--- src/rtl/id_ex_pipeline_reg.sv ---
// id_ex_pipeline_reg: ID->EX pipeline register with load-use hazard detection and bubble insertion.
// Ports: clk; rst (async, active-low); *D decode-stage controls/operands/indices; PCSrcE (branch taken in EX);
//        *_E registered execute-stage copies; ValidE (0 = bubble); StallF/StallD/FlushD hazard controls.
// Optional: define ID_EX_PERF_CNT_EN to add BubbleCnt/FlushCnt (load-use bubbles, branch flushes).
module id_ex_pipeline_reg #(
    parameter int XLEN   = 32,
    parameter int REG_AW = 5
) (
    input  logic              clk,
    input  logic              rst,
    input  logic              RegWriteD,
    input  logic              MemWriteD,
    input  logic              ResultSrcD,
    input  logic              ALUSrcD,
    input  logic              BranchD,
    input  logic [2:0]        ALUControlD,
    input  logic [XLEN-1:0]   RD1_D,
    input  logic [XLEN-1:0]   RD2_D,
    input  logic [XLEN-1:0]   Imm_Ext_D,
    input  logic [XLEN-1:0]   PCD,
    input  logic [XLEN-1:0]   PCPlus4D,
    input  logic [REG_AW-1:0] RS1_D,
    input  logic [REG_AW-1:0] RS2_D,
    input  logic [REG_AW-1:0] RD_D,
    input  logic              PCSrcE,
    output logic              RegWriteE,
    output logic              MemWriteE,
    output logic              ResultSrcE,
    output logic              ALUSrcE,
    output logic              BranchE,
    output logic [2:0]        ALUControlE,
    output logic [XLEN-1:0]   RD1_E,
    output logic [XLEN-1:0]   RD2_E,
    output logic [XLEN-1:0]   Imm_Ext_E,
    output logic [XLEN-1:0]   PCE,
    output logic [XLEN-1:0]   PCPlus4E,
    output logic [REG_AW-1:0] Rs1_E,
    output logic [REG_AW-1:0] Rs2_E,
    output logic [REG_AW-1:0] RD_E,
    output logic              ValidE,
`ifdef ID_EX_PERF_CNT_EN
    output logic [31:0]       BubbleCnt,
    output logic [31:0]       FlushCnt,
`endif
    output logic              StallF,
    output logic              StallD,
    output logic              FlushD
);
    typedef struct packed {
        logic              rw;
        logic              mw;
        logic              rsrc;
        logic              alusrc;
        logic              br;
        logic [2:0]        aluc;
        logic [XLEN-1:0]   rd1;
        logic [XLEN-1:0]   rd2;
        logic [XLEN-1:0]   imm;
        logic [XLEN-1:0]   pc;
        logic [XLEN-1:0]   pc4;
        logic [REG_AW-1:0] rs1;
        logic [REG_AW-1:0] rs2;
        logic [REG_AW-1:0] rd;
    } ex_t;
    ex_t  ex_q, ex_d;
    logic valid_q, valid_d;
    logic lu;
    // A valid load in EX writing a non-x0 register that D reads (either source, used or not).
    assign lu = valid_q & ex_q.rsrc & ex_q.rw & (ex_q.rd != '0) & ((ex_q.rd == RS1_D) | (ex_q.rd == RS2_D));
    // Flush wins over stall: the D instruction is wrong-path, so holding it would be pointless.
    assign StallF = rst & lu & ~PCSrcE;
    assign StallD = rst & lu & ~PCSrcE;
    assign FlushD = rst & PCSrcE;
    assign valid_d = ~(PCSrcE | lu);
    assign ex_d = valid_d ? {RegWriteD, MemWriteD, ResultSrcD, ALUSrcD, BranchD, ALUControlD,
                             RD1_D, RD2_D, Imm_Ext_D, PCD, PCPlus4D, RS1_D, RS2_D, RD_D} : '0;
    always_ff @(posedge clk or negedge rst) begin
        if (!rst) begin
            ex_q    <= '0;
            valid_q <= 1'b0;
        end else begin
            ex_q    <= ex_d;
            valid_q <= valid_d;
        end
    end
    assign {RegWriteE, MemWriteE, ResultSrcE, ALUSrcE, BranchE, ALUControlE,
            RD1_E, RD2_E, Imm_Ext_E, PCE, PCPlus4E, Rs1_E, Rs2_E, RD_E} = ex_q;
    assign ValidE = valid_q;
`ifdef ID_EX_PERF_CNT_EN
    logic [31:0] bub_q, fl_q;
    always_ff @(posedge clk or negedge rst) begin
        if (!rst) begin
            bub_q <= '0;
            fl_q  <= '0;
        end else if (PCSrcE) begin
            fl_q  <= fl_q + 32'd1;
        end else if (lu) begin
            bub_q <= bub_q + 32'd1;
        end
    end
    assign BubbleCnt = bub_q;
    assign FlushCnt  = fl_q;
`endif
endmodule

--- config.mk ---
export PLATFORM = sky130hd
export DESIGN_NAME = id_ex_pipeline_reg
export DESIGN_NICKNAME = d
export VERILOG_FILES = /design/src/rtl/id_ex_pipeline_reg.sv
export SDC_FILE = /design/constraint.sdc
export NUM_CORES = 1
export LEC_CHECK = 0
export ABC_AREA = 1
export CAP_MARGIN = 40
export CORE_AREA = 4 4 142 144
export CTS_BUF_LIST = sky130_fd_sc_hd__clkbuf_4 sky130_fd_sc_hd__clkbuf_8
export DETAILED_ROUTE_END_ITERATION = 6
export DIE_AREA = 0 0 146 148
export DONT_BUFFER_PORTS = 1
export PLACE_DENSITY = 0.51
export SLEW_MARGIN = 20
export SYNTH_ARGS = -nofsm -noshare
export SYNTH_HDL_FRONTEND = slang
export SYNTH_SLANG_ARGS = --single-unit
--- constraint.sdc ---
create_clock -name clk -period 2.4 [get_ports clk]
set_clock_uncertainty 0.1 [all_clocks]
set_input_delay 0.48 -clock clk [delete_from_list [all_inputs] [get_ports clk]]
set_output_delay 0.48 -clock clk [all_outputs]
set_load 0.1 [all_outputs]
==> results of run 1 <==
-- cell usage in the layout, fill, tap and decap left out, types with 2 or more instances in the layout --
master,synthesis,routed
buf_12,0,5
buf_4,13,188
bufinv_16,0,2
clkbuf_8,0,17
clkinvlp_4,0,6
dfrtp_1,184,176
dfrtp_2,0,3
dfrtp_4,0,5
dlygate4sd3_1,0,125
inv_1,192,188
inv_2,1,5
inv_6,0,2
inv_8,0,3
nand2_1,27,25
nand3_1,2,2
nand4_1,2,2
nor2_1,191,189
xnor2_1,2,2
-- power by group --
part | internal, uW | switching (uW) | total [uW]
Combinational | 422 | 1490 | 1920
Clock | 964 | 1150 | 2110
Sequential | 3260 | 55.2 | 3310
Total | 4640 | 2700 | 7340
-- final cells by class --
class	instances	share of cell area [%]
Sequential cell	184	47.74
Timing Repair Buffer	318	28.51
Multi-Input combinational cell	224	9.063
Inverter	193	7.475
Tap cell	234	3.021
Clock buffer	18	2.492
Clock inverter	14	1.704
-- flip-flops by register name, indices dropped and copies added (netlist names), 5 cells and up --
signal,cells
PCE,32
RD1_E,32
RD2_E,32
PCPlus4E,32
Rs2_E,5
RD_E,5
Imm_Ext_E,32
Rs1_E,5
-- cell families after synthesis --
family	Yosys count	synth area share, %
simple gates	222	13.22
xor+xnor	2	0.2754
flops	184	72.37
buf+inv	214	14.14
-- layer usage --
metal	wire length [um]	up-vias	part of all wire [%]	GRT usage (%)
met5	0	-	0	0
met4	465	0	2.5	6.444
met3	1417	37	7.6	6.315
met2	10050	215	54	30.10
met1	6627	2357	36	17.97
li1	-	2302	-	-
-- worst paths after layout --
path                              startpoint                       end
hold / removal                           rst  ALUControlE[1]$_DFF_PN0_
setup reg to reg           RD_E[0]$_DFF_PN0_       MemWriteE$_DFF_PN0_
min in group clk                PCPlus4D[22]    PCPlus4E[22]$_DFF_PN0_
hold reg to reg             ValidE$_DFF_PN0_     PCPlus4E[0]$_DFF_PN0_
max in group asynchronous                rst        RD2_E[0]$_DFF_PN0_
setup / recovery           RD_E[2]$_DFF_PN0_                    StallF
-- through the flow --
step / hold WS, ps / cell area [um2] / std cells / TNS (ps)
finish: -382.3 / 9692 / 1185 / 0
global route: -446.6 / 9692 / 1185 / -337.4
CTS: -424.7 / 9582 / 1174 / -92.45
detailed placement: 88.51 / 8016 / 1026 / 0
global placement: 88.48 / 8016 / 1026 / 0
floorplan: 84.41 / 6407 / 622 / -35.71
-- what timing repair did --
action / 4_1_cts / 5_1_grt
buffers inserted: 1 / 1
resized for setup: 0 / 1
setup endpoints to repair: 2 / 2
pin swaps: 4 / 6
hold buffers: 115 / 10
hold endpoints to repair: 299 / 194
==> out/results.md, run 1 <==
• dfrtp_4 — crit path max-delay cell type
• 4627 um2 — FF/Latch Area
• 146 um — Die W
• register — category of the worst setup path launch point
• 0 — YS warnings
• 51.81% — fin util
• 21,610 um2 — die area
• 11 — Distinct cells, synth
• 10.23 um2 — post-synthesis average cell area
• 757.8 nW/um2 — power density cells
• 371.1 uV — Worst VDD drop
• 1820 ps — Crit path arrival time
• 13,020 um — total half-perimeter wirelength after legalization and detailed placement
• negative hold slack — violated checks
• 0 — DRC violations left
• 0 — number of antenna violations at the first check in global routing
• 4 — drt first pass iters
• finished, violations left — outcome
• clkbuf_8 — Root Driver
• 878.3 um2 — area occupied by multi-input gates
• 184 — # clock sinks
• 148 um — overall die height
• 15.67 um — WL per Instance
• 390 ps — register-to-register path setup slack
• 10 — worst r2r path cells
• 100.0% — part of the cycle the worst path needs
• 0 — overall overflow remaining after global route
• 100.0% — Synth async-reset ratio
• 72.37% — sequential cell area fraction in the yosys report
• inv_1 — library cell with the highest instance count after synthesis
• true — unrepaired setup endpoints after global routing
• 187 — largest net degree at the start of global routing
• simple AND/OR/NAND/NOR gates — family of cells with the greatest summed delay on the critical path
• 7344 uW — post-route total power
• 1,651 — number of filler instances in the final layout
• 0.005562 uW — Static Leakage
• 34.01% — starting density of the core
• 450 ps — Clk Latency, worst-skew pair
• 425.5 ps — pre-CTS worst setup slack
• 4 — Clock H-tree levels
• 480.8 ps — transition time at the pin with the least slew margin
• built — TritonCTS clock tree
• 1820 ps — Crit path required time
• 0 — Final Slew Violations
• 0 — Finish-stage setup viols
• 50 — FP Rows
• 0.06728 ps — setup slack after layout
• 373 — number of top-level design ports
• 1,124 — final layout net count
• in2async — worst min-delay path category
• 0.8236 — GPL Wtd Cong
• 52.33% — synthesis-to-layout area growth
• 184 — number of flip-flops and latches in the synthesized netlist
• nand2_1 — cell type with the highest occurrence count on the critical path
• 190 — initial detailed-routing violation count
• 4.144 — via/cell ratio
• 808 — post-synthesis net count
• 6362 um2 — post-synthesis cell area
• output pin — endpoint kind of the worst setup timing path
• 28,570 um — global-route wire length before repair
• 72.37% — top-area cell type share of the netlist area
• 0 — total inserted antenna cells
• 500 ps — CP max stage delay
• dfrtp_1 (72%), inv_1 (11%), nor2_1 (11%) — cell types with the largest area share after synthesis
• 1 — WP buf/inv
• 184 — final hold violation count
• 67.95% — Slew headroom
• 2400 ps — minimum clock period
• -382.3 ps — worst-case hold slack
• 0 — number of flops mapped to enable cells by yosys
• dfrtp_1 — ys flop type
• inv_1 (192), nor2_1 (191), dfrtp_1 (184), nand2_1 (27), buf_4 (13) — commonest cells in the netlist
• reg2out — WS Path Type
• 16.76% — global-route total usage across every layer
• 8 — depth of the critical timing path with buffers and inverters included
• 100 ps — clock transition at the registers of the reported paths
• 0 — number of nets still failing antenna checks after routing
• 18,560 um — total wirelength of the detailed-routed design
• 0 — max-capacitance violation count
• 2 — deepest clock path buffer count
• 0 — IO Port Bufs
• 4,911 — number of vias in the routed layout
• 18,710 um2 — Std-Cell Core Area
• dfrtp_1 — cell type contributing the most total cell area after synthesis
• 4 — largest fanout of any net on the critical path
• 416.7 MHz — top achievable clock speed
• 17 — CTS Buf Count
• nand2_1 -> nand2_1 -> nor2_1 -> nand3_1 -> nand2_1 -> nand2_2 -> nor2_4 -> buf_12 — cell-by-cell listing of the critical path
• 622 — gate count of the mapped netlist
• 5,387 — via count of the first global-routing pass
• 25.45% — fraction of final layout cells with drive strength greater than 1
No activity file was read; power rests on OpenSTA's default activity.
==> run 2: changes to the inputs <==
ABC_AREA = not set   (was 1)
CORE_AREA = 4 4 141 143   (was 4 4 142 144)
DIE_AREA = 0 0 145 147   (was 0 0 146 148)
PLACE_DENSITY = 0.55   (was 0.51)
==> run 2 against run 1 <==
Compared with the run above: the run ends with negative hold slack, negative setup slack left; count of clock-buffer cells in the layout increased by 1; wire length increased by 7.7%; sequential share of layout area increased by 1.6 points; register-to-register slack got worse by 350 ps; first-iteration DRC count decreased by 28%; critical path depth decreased by 3; die area decreased by 1.4%; synthesized cell count increased by 1.8%; combinational power decreased by 3%; final area decreased by 3.3%; sequential power about the same; clock power decreased by 6%; critical endpoint is now StallD.
==> out/results.md, run 2 <==
• finished, violations left — outcome, unchanged
• negative hold slack, negative setup slack — violated checks, was negative hold slack
• 147 um — overall die height, was 148 um
• 100.0% — Synth async-reset ratio, unchanged
• 0 — number of nets still failing antenna checks after routing, unchanged
• 145 um — Die W, was 146 um
• 0 — Final Slew Violations, unchanged
• 633 — gate count of the mapped netlist, was 622
• buf_4 — commonest non-fill, non-tap cell in the layout, was nor2_1
• 1820 ps — Crit path required time, about the same
• 136 — initial detailed-routing violation count, was 190
• 27.6% — clock network power share, was 28.8%
• 50.43% — fin util, was 51.81%
• 316.4 uV — Worst VDD drop, was 371.1 uV
• -399.3 ps — worst-case hold slack, was -382.3 ps
• 1,056 — number of standard cells in the layout, taps in and fillers out, was 1,185
• 30,980 um — global-route wire length before repair, was 28,570 um
• 0 — IO Port Bufs, unchanged
• 0 — number of flops mapped to enable cells by yosys, unchanged
• 0 — overall overflow remaining after global route, unchanged
• true — unrepaired setup endpoints after global routing, unchanged
• 4 — drt first pass iters, unchanged
• a21oi_1 (184), dfrtp_1 (184), nand2b_1 (183), clkbuf_1 (32), buf_2 (21) — commonest cells in the netlist, was inv_1 (192), nor2_1 (191), dfrtp_1 (184), nand2_1 (27), buf_4 (13)
• dfrtp_1 — ys flop type, unchanged
• 26.1% — Comb pwr share, about the same
• 4 — Clock H-tree levels, unchanged
• clkbuf_8 — Root Driver, unchanged
• 0.004558 uW — Static Leakage, was 0.005562 uW
• 18.94 um — WL per Instance, was 15.67 um
• in2async — worst min-delay path category, unchanged
• 38.02% — switching portion of total power, was 36.76%
• 64.95% — top-area cell type share of the netlist area, was 72.37%
• 995 — Post-Place Cells, was 1,026
• dfrtp_1 (65%), nand2b_1 (16%), a21oi_1 (13%) — cell types with the largest area share after synthesis, was dfrtp_1 (72%), inv_1 (11%), nor2_1 (11%)
• 17 — CTS Buf Count, unchanged
• 995 — final layout net count, was 1,124
• -74.23 ps — setup slack after layout, was 0.06728 ps
• 2724 uW — switching power, was 2700 uW
• dfrtp_1 — cell type contributing the most total cell area after synthesis, unchanged
• 7089 um2 — post-synthesis cell area, was 6362 um2
• 0 — number of antenna violations at the first check in global routing, unchanged
• 0 — DRC violations left, unchanged
• 184 — number of flip-flops and latches in the synthesized netlist, unchanged
• 1890 ps — Crit path arrival time, was 1820 ps
• 4.890 — via/cell ratio, was 4.144
• 46.3% — relative contribution of sequential cells to total power, was 45.1%
• 0 — total inserted antenna cells, unchanged
• 3 — largest fanout of any net on the critical path, was 4
• 874.0 ps — transition time at the pin with the least slew margin, was 480.8 ps
• built — TritonCTS clock tree, unchanged
• 7 — worst r2r path cells, was 10
• 2 — deepest clock path buffer count, unchanged
• 110 ps — clock transition at the registers of the reported paths, was 100 ps
• 819 — post-synthesis net count, was 808
• 21,320 um2 — die area, was 21,610 um2
• 2474 ps — minimum clock period, was 2400 ps
• register — category of the worst setup path launch point, unchanged
• 16 — Distinct cells, synth, was 11
• 38.15% — starting density of the core, was 34.01%
• 30.17% — fraction of final layout cells with drive strength greater than 1, was 25.45%
• buf_4 (188), a21oi_1 (184), nand2b_1 (183), dfrtp_1 (176), dlygate4sd3_1 (25) — commonest cells after routing, fill and taps aside, was nor2_1 (189), inv_1 (188), buf_4 (188), dfrtp_1 (176), dlygate4sd3_1 (125)
• 5,384 — via count of the first global-routing pass, was 5,387
• 373 — number of top-level design ports, unchanged
• 187 — largest net degree at the start of global routing, unchanged
• 18.32% — global-route total usage across every layer, was 16.76%
• 0 — max-capacitance violation count, unchanged
• reg2out — WS Path Type, unchanged
• 13,260 um — total half-perimeter wirelength after legalization and detailed placement, was 13,020 um
• 20,000 um — total wirelength of the detailed-routed design, was 18,560 um
• 7164 uW — post-route total power, was 7344 uW
• 0.7603 — GPL Wtd Cong, was 0.8236
• 184 — final hold violation count, unchanged
• 103.1% — part of the cycle the worst path needs, was 100.0%
• 440 ps — Clk Latency, worst-skew pair, was 450 ps
• 5,164 — number of vias in the routed layout, was 4,911
• 0 — YS warnings, unchanged
• 41.74% — Slew headroom, was 67.95%
• 50 — FP Rows, unchanged
• 2 — Finish-stage setup viols, was 0
• output pin — endpoint kind of the worst setup timing path, unchanged
• 18,580 um2 — Std-Cell Core Area, was 18,710 um2
• 32.17% — synthesis-to-layout area growth, was 52.33%
• 11.20 um2 — post-synthesis average cell area, was 10.23 um2
• 64.95% — sequential cell area fraction in the yosys report, was 72.37%
• 764.5 nW/um2 — power density cells, was 757.8 nW/um2
• 184 — # clock sinks, unchanged
• 404.2 MHz — top achievable clock speed, was 416.7 MHz
• 4440 uW — internal power, was 4644 uW
[run 2: cells by family (layout without fill, tap and decap cells)]
family                 after synthesis  in the layout  share of synthesized area [%]
AO/OA/AOI/OAI                      186            186                          13.29
XOR/XNOR                            10             10                          1.235
buffers and inverters               61            250                          3.706
flip-flops                         184            184                          64.95
AND/OR/NAND/NOR                    192            192                          16.82
[run 2: metal layers]
metal  wire length (um)  GRT usage, %  vias up
met5                  0             0        -
met4                237         4.941        0
met3               1593         7.403       14
met2              10540         31.76      216
met1               7631         21.21     2528
li1                   -             -     2406
[run 2: worst max-delay path, stage by stage, from the launching register on]
cell and delay, ps:
dfrtp_4 530, xnor2_2 200, nand3_2 120, o22ai_4 110, and4b_4 300, buf_12 180
[run 2: worst paths after layout]
path | from | end | slack, ps
worst max-delay path | RD_E[4]$_DFF_PN0_ | StallD | -70
max in group asynchronous | rst | PCE[27]$_DFF_PN0_ | 2260
worst min-delay path | rst | RD1_E[15]$_DFF_PN0_ | -400
worst max register to register | RD_E[4]$_DFF_PN0_ | Imm_Ext_E[18]$_DFF_PN0_ | 40
worst min register to register | ResultSrcE$_DFF_PN0_ | Rs2_E[4]$_DFF_PN0_ | 1010
min in group clk | RD1_D[13] | RD1_E[13]$_DFF_PN0_ | 40
[run 2: power groups by stage]
stage	logic (uW)	clock network [uW]	registers [uW]
detailed placement	1820	0	3370
global placement	1820	0	3370
finish	1870	1980	3310
global route	1930	2180	3330
floorplan	297	0	4560
CTS	1870	2050	3320
[run 2: area by class of cell]
type	instances	area (um2)
clock buffer	19	255.2
timing repair buffer	218	1762
multi-input combinational	388	2318
fill	1700	9210
tap	234	292.8
sequential	184	4627
clock inverter	13	115.1
[run 2: metrics by stage]
stage	hold WS, ps	setup slack (ps)	area [um2]	TNS, ps
after global routing	-454.0	-164.8	9370	-328.3
final	-399.3	-74.23	9370	-148.2
after CTS	-437.6	-106.0	9280	-211.2
after floorplan	84.41	-127.4	7132	-127.4
after global placement	88.29	323.5	8630	0
after detailed placement	87.26	280.7	8630	0
[run 2: repair_timing]
item | in CTS | in global routing
setup endpoints to repair | 2 | 2
pin swaps | 5 | 2
hold endpoints to repair | 203 | 190
buffers inserted | 2 | 2
resized for setup | 12 | 3
hold buffers | 19 | 6
==> run 3: changes to the inputs <==
CAP_MARGIN = not set   (was 40)
RECOVER_POWER = 100   (was not set)
==> run 3 against run 2 <==
Compared with the run above: the flow still finishes with violations (negative hold slack, negative setup slack); non-clock buffer count is the same; global-route usage is the same; final cell count is the same; worst hold slack gained 3.1 ps; largest power group unchanged; highest routed layer unchanged.
==> out/results.md, run 3 (synthesis gave the netlist of run 2 again) <==
• finished, violations left — outcome, unchanged
• negative hold slack, negative setup slack — violated checks, unchanged
• 995 — Post-Place Cells, unchanged
• 8919 um2 — final design instance area without fill, was 9370 um2
• 1890 ps — Crit path arrival time, about the same
• 145 um — Die W, unchanged
• 5,384 — via count of the first global-routing pass, unchanged
• 314.5 uV — Worst VDD drop, was 316.4 uV
• 30,980 um — global-route wire length before repair, unchanged
• 1820 ps — Crit path required time, about the same
• 21.97% — Slew headroom, was 41.74%
• 50 — FP Rows, unchanged
• 110 ps — register-to-register path setup slack, was 40 ps
• 7063 uW — post-route total power, was 7164 uW
• 0 — DRC violations left, unchanged
• reg2out — WS Path Type, unchanged
• xnor2_2 -> nand3_2 -> o22ai_4 -> and4b_4 -> buf_12 — cell-by-cell listing of the critical path, unchanged
• -139.0 ps — post-route setup TNS, was -148.2 ps
• 184 — # clock sinks, unchanged
• dfrtp_4 — crit path max-delay cell type, unchanged
• clkbuf_8 — Root Driver, unchanged
• -69.57 ps — setup slack after layout, was -74.23 ps
• 4 — Clock H-tree levels, unchanged
• built — TritonCTS clock tree, unchanged
• flip-flops — family of cells with the greatest summed delay on the critical path, unchanged
• 0 — number of antenna violations at the first check in global routing, unchanged
• 373 — number of top-level design ports, unchanged
• 0 — number of nets still failing antenna checks after routing, unchanged
• 102.9% — part of the cycle the worst path needs, was 103.1%
• 21,320 um2 — die area, unchanged
• 530 ps — CP max stage delay, about the same
• 440 ps — Clk Latency, worst-skew pair, about the same
• register — category of the worst setup path launch point, unchanged
• 0.004423 uW — Static Leakage, was 0.004558 uW
• 19,970 um — total wirelength of the detailed-routed design, was 20,000 um
• 110 ps — clock transition at the registers of the reported paths, about the same
• 0 — total inserted antenna cells, unchanged
• 13,260 um — total half-perimeter wirelength after legalization and detailed placement, unchanged
• 0 — max-capacitance violation count, unchanged
• 187 — largest net degree at the start of global routing, unchanged
• 2 — deepest clock path buffer count, unchanged
• 151 — initial detailed-routing violation count, was 136
• 1175 ps — transition time at the pin with the least slew margin, was 874.0 ps
• 7 — worst r2r path cells, unchanged
• in2async — worst min-delay path category, unchanged
• 3 — largest fanout of any net on the critical path, unchanged
• a21oi_1 (184), nand2b_1 (183), clkbuf_2 (179), dfrtp_1 (176), dlygate4sd3_1 (25) — commonest cells after routing, fill and taps aside, was buf_4 (188), a21oi_1 (184), nand2b_1 (183), dfrtp_1 (176), dlygate4sd3_1 (25)
• 2470 ps — minimum clock period, was 2474 ps
• 5 — drt first pass iters, was 4
• 0 — IO Port Bufs, unchanged
• output pin — endpoint kind of the worst setup timing path, unchanged
• 4.897 — via/cell ratio, was 4.890
• 38.15% — starting density of the core, unchanged
• 18.32% — global-route total usage across every layer, unchanged
• 25.80% — synthesis-to-layout area growth, was 32.17%
• 791.9 nW/um2 — power density cells, was 764.5 nW/um2
• true — unrepaired setup endpoints after global routing, unchanged
• 184 — final hold violation count, unchanged
• 5 — depth of the critical timing path with buffers and inverters included, unchanged
• 17 — CTS Buf Count, unchanged
• 30.05% — fraction of final layout cells with drive strength greater than 1, was 30.17%
• 0 — overall overflow remaining after global route, unchanged
• 5,171 — number of vias in the routed layout, was 5,164
• 18.91 um — WL per Instance, was 18.94 um
• a21oi_1 — commonest non-fill, non-tap cell in the layout, was buf_4
• 0.7603 — GPL Wtd Cong, unchanged
• 0 — Final Slew Violations, unchanged
• 147 um — overall die height, unchanged
• -396.2 ps — worst-case hold slack, was -399.3 ps
• 18,580 um2 — Std-Cell Core Area, unchanged
• 8630 um2 — Placed Instance Area, unchanged
• 995 — final layout net count, unchanged
• 1 — WP buf/inv, unchanged
• 404.9 MHz — top achievable clock speed, was 404.2 MHz
• 1,056 — number of standard cells in the layout, taps in and fillers out, unchanged
• 2 — Finish-stage setup viols, unchanged
[run 3: cell count changes in the layout (fill, tap and decap cells not counted)]
cell | before | now
clkbuf_2 | 0 | 179
buf_4 | 188 | 8
clkbuf_1 | 0 | 1
[run 3: layer usage]
layer	share of wire, %	vias to the layer above	track usage [%]
li1	-	2404	-
met1	39	2538	21.21
met2	52	213	31.76
met3	8.0	16	7.403
met4	1.2	0	4.941
met5	0	-	0
[run 3: repair_timing]
| item | in CTS | in global routing |
|---|---|---|
| hold buffers | 19 | 6 |
| hold endpoints to repair | 203 | 190 |
| setup buffers | 2 | 2 |
| pin swaps | 5 | 2 |
| cloned | 0 | 0 |
| gates resized for setup | 12 | 3 |
| endpoints found under the setup margin | 2 | 2 |
[run 3: per-stage QoR]
stage,utilization [%],hold WS (ps),setup slack (ps)
2_1_floorplan,-,84.41,-127.4
3_3_place_gp,46.44,88.29,323.5
3_5_place_dp,46.44,87.26,280.7
4_1_cts,49.95,-437.6,-106.0
5_1_grt,48.00,-454.0,-164.8
6_report,48.00,-396.2,-69.57
[run 3: path summary, 6_finish.rpt]
check | from | end
max in group asynchronous | rst | PCE[27]$_DFF_PN0_
max | RD_E[4]$_DFF_PN0_ | StallF
min reg2reg | ResultSrcE$_DFF_PN0_ | Rs2_E[4]$_DFF_PN0_
min | rst | RD1_E[15]$_DFF_PN0_
max reg2reg | RD_E[4]$_DFF_PN0_ | Imm_Ext_E[18]$_DFF_PN0_
min in group clk | Imm_Ext_D[4] | Imm_Ext_E[4]$_DFF_PN0_
[run 3: where the power goes]
| part | internal (uW) | total [uW] | switching, uW |
|---|---|---|---|
| clock network | 791 | 1980 | 1190 |
| registers | 3260 | 3310 | 53.6 |
| logic | 289 | 1770 | 1480 |
| total | 4340 | 7060 | 2720 |
[run 3: area by class of cell]
class | instances | area [um2]
clock buffer | 19 | 255.2
clock inverter | 13 | 115.1
fill | 1798 | 9662
multi-input combinational | 388 | 2318
sequential | 184 | 4627
tap | 234 | 292.8
timing repair buffer | 218 | 1310
[run 3: worst register-to-register path, stage by stage (launching register included)]
cell and delay (ps):
dfrtp_4 530, xnor2_2 200, nand3_2 120, o22ai_4 110, buf_4 130, buf_4 100, buf_12 530, a21oi_1 310
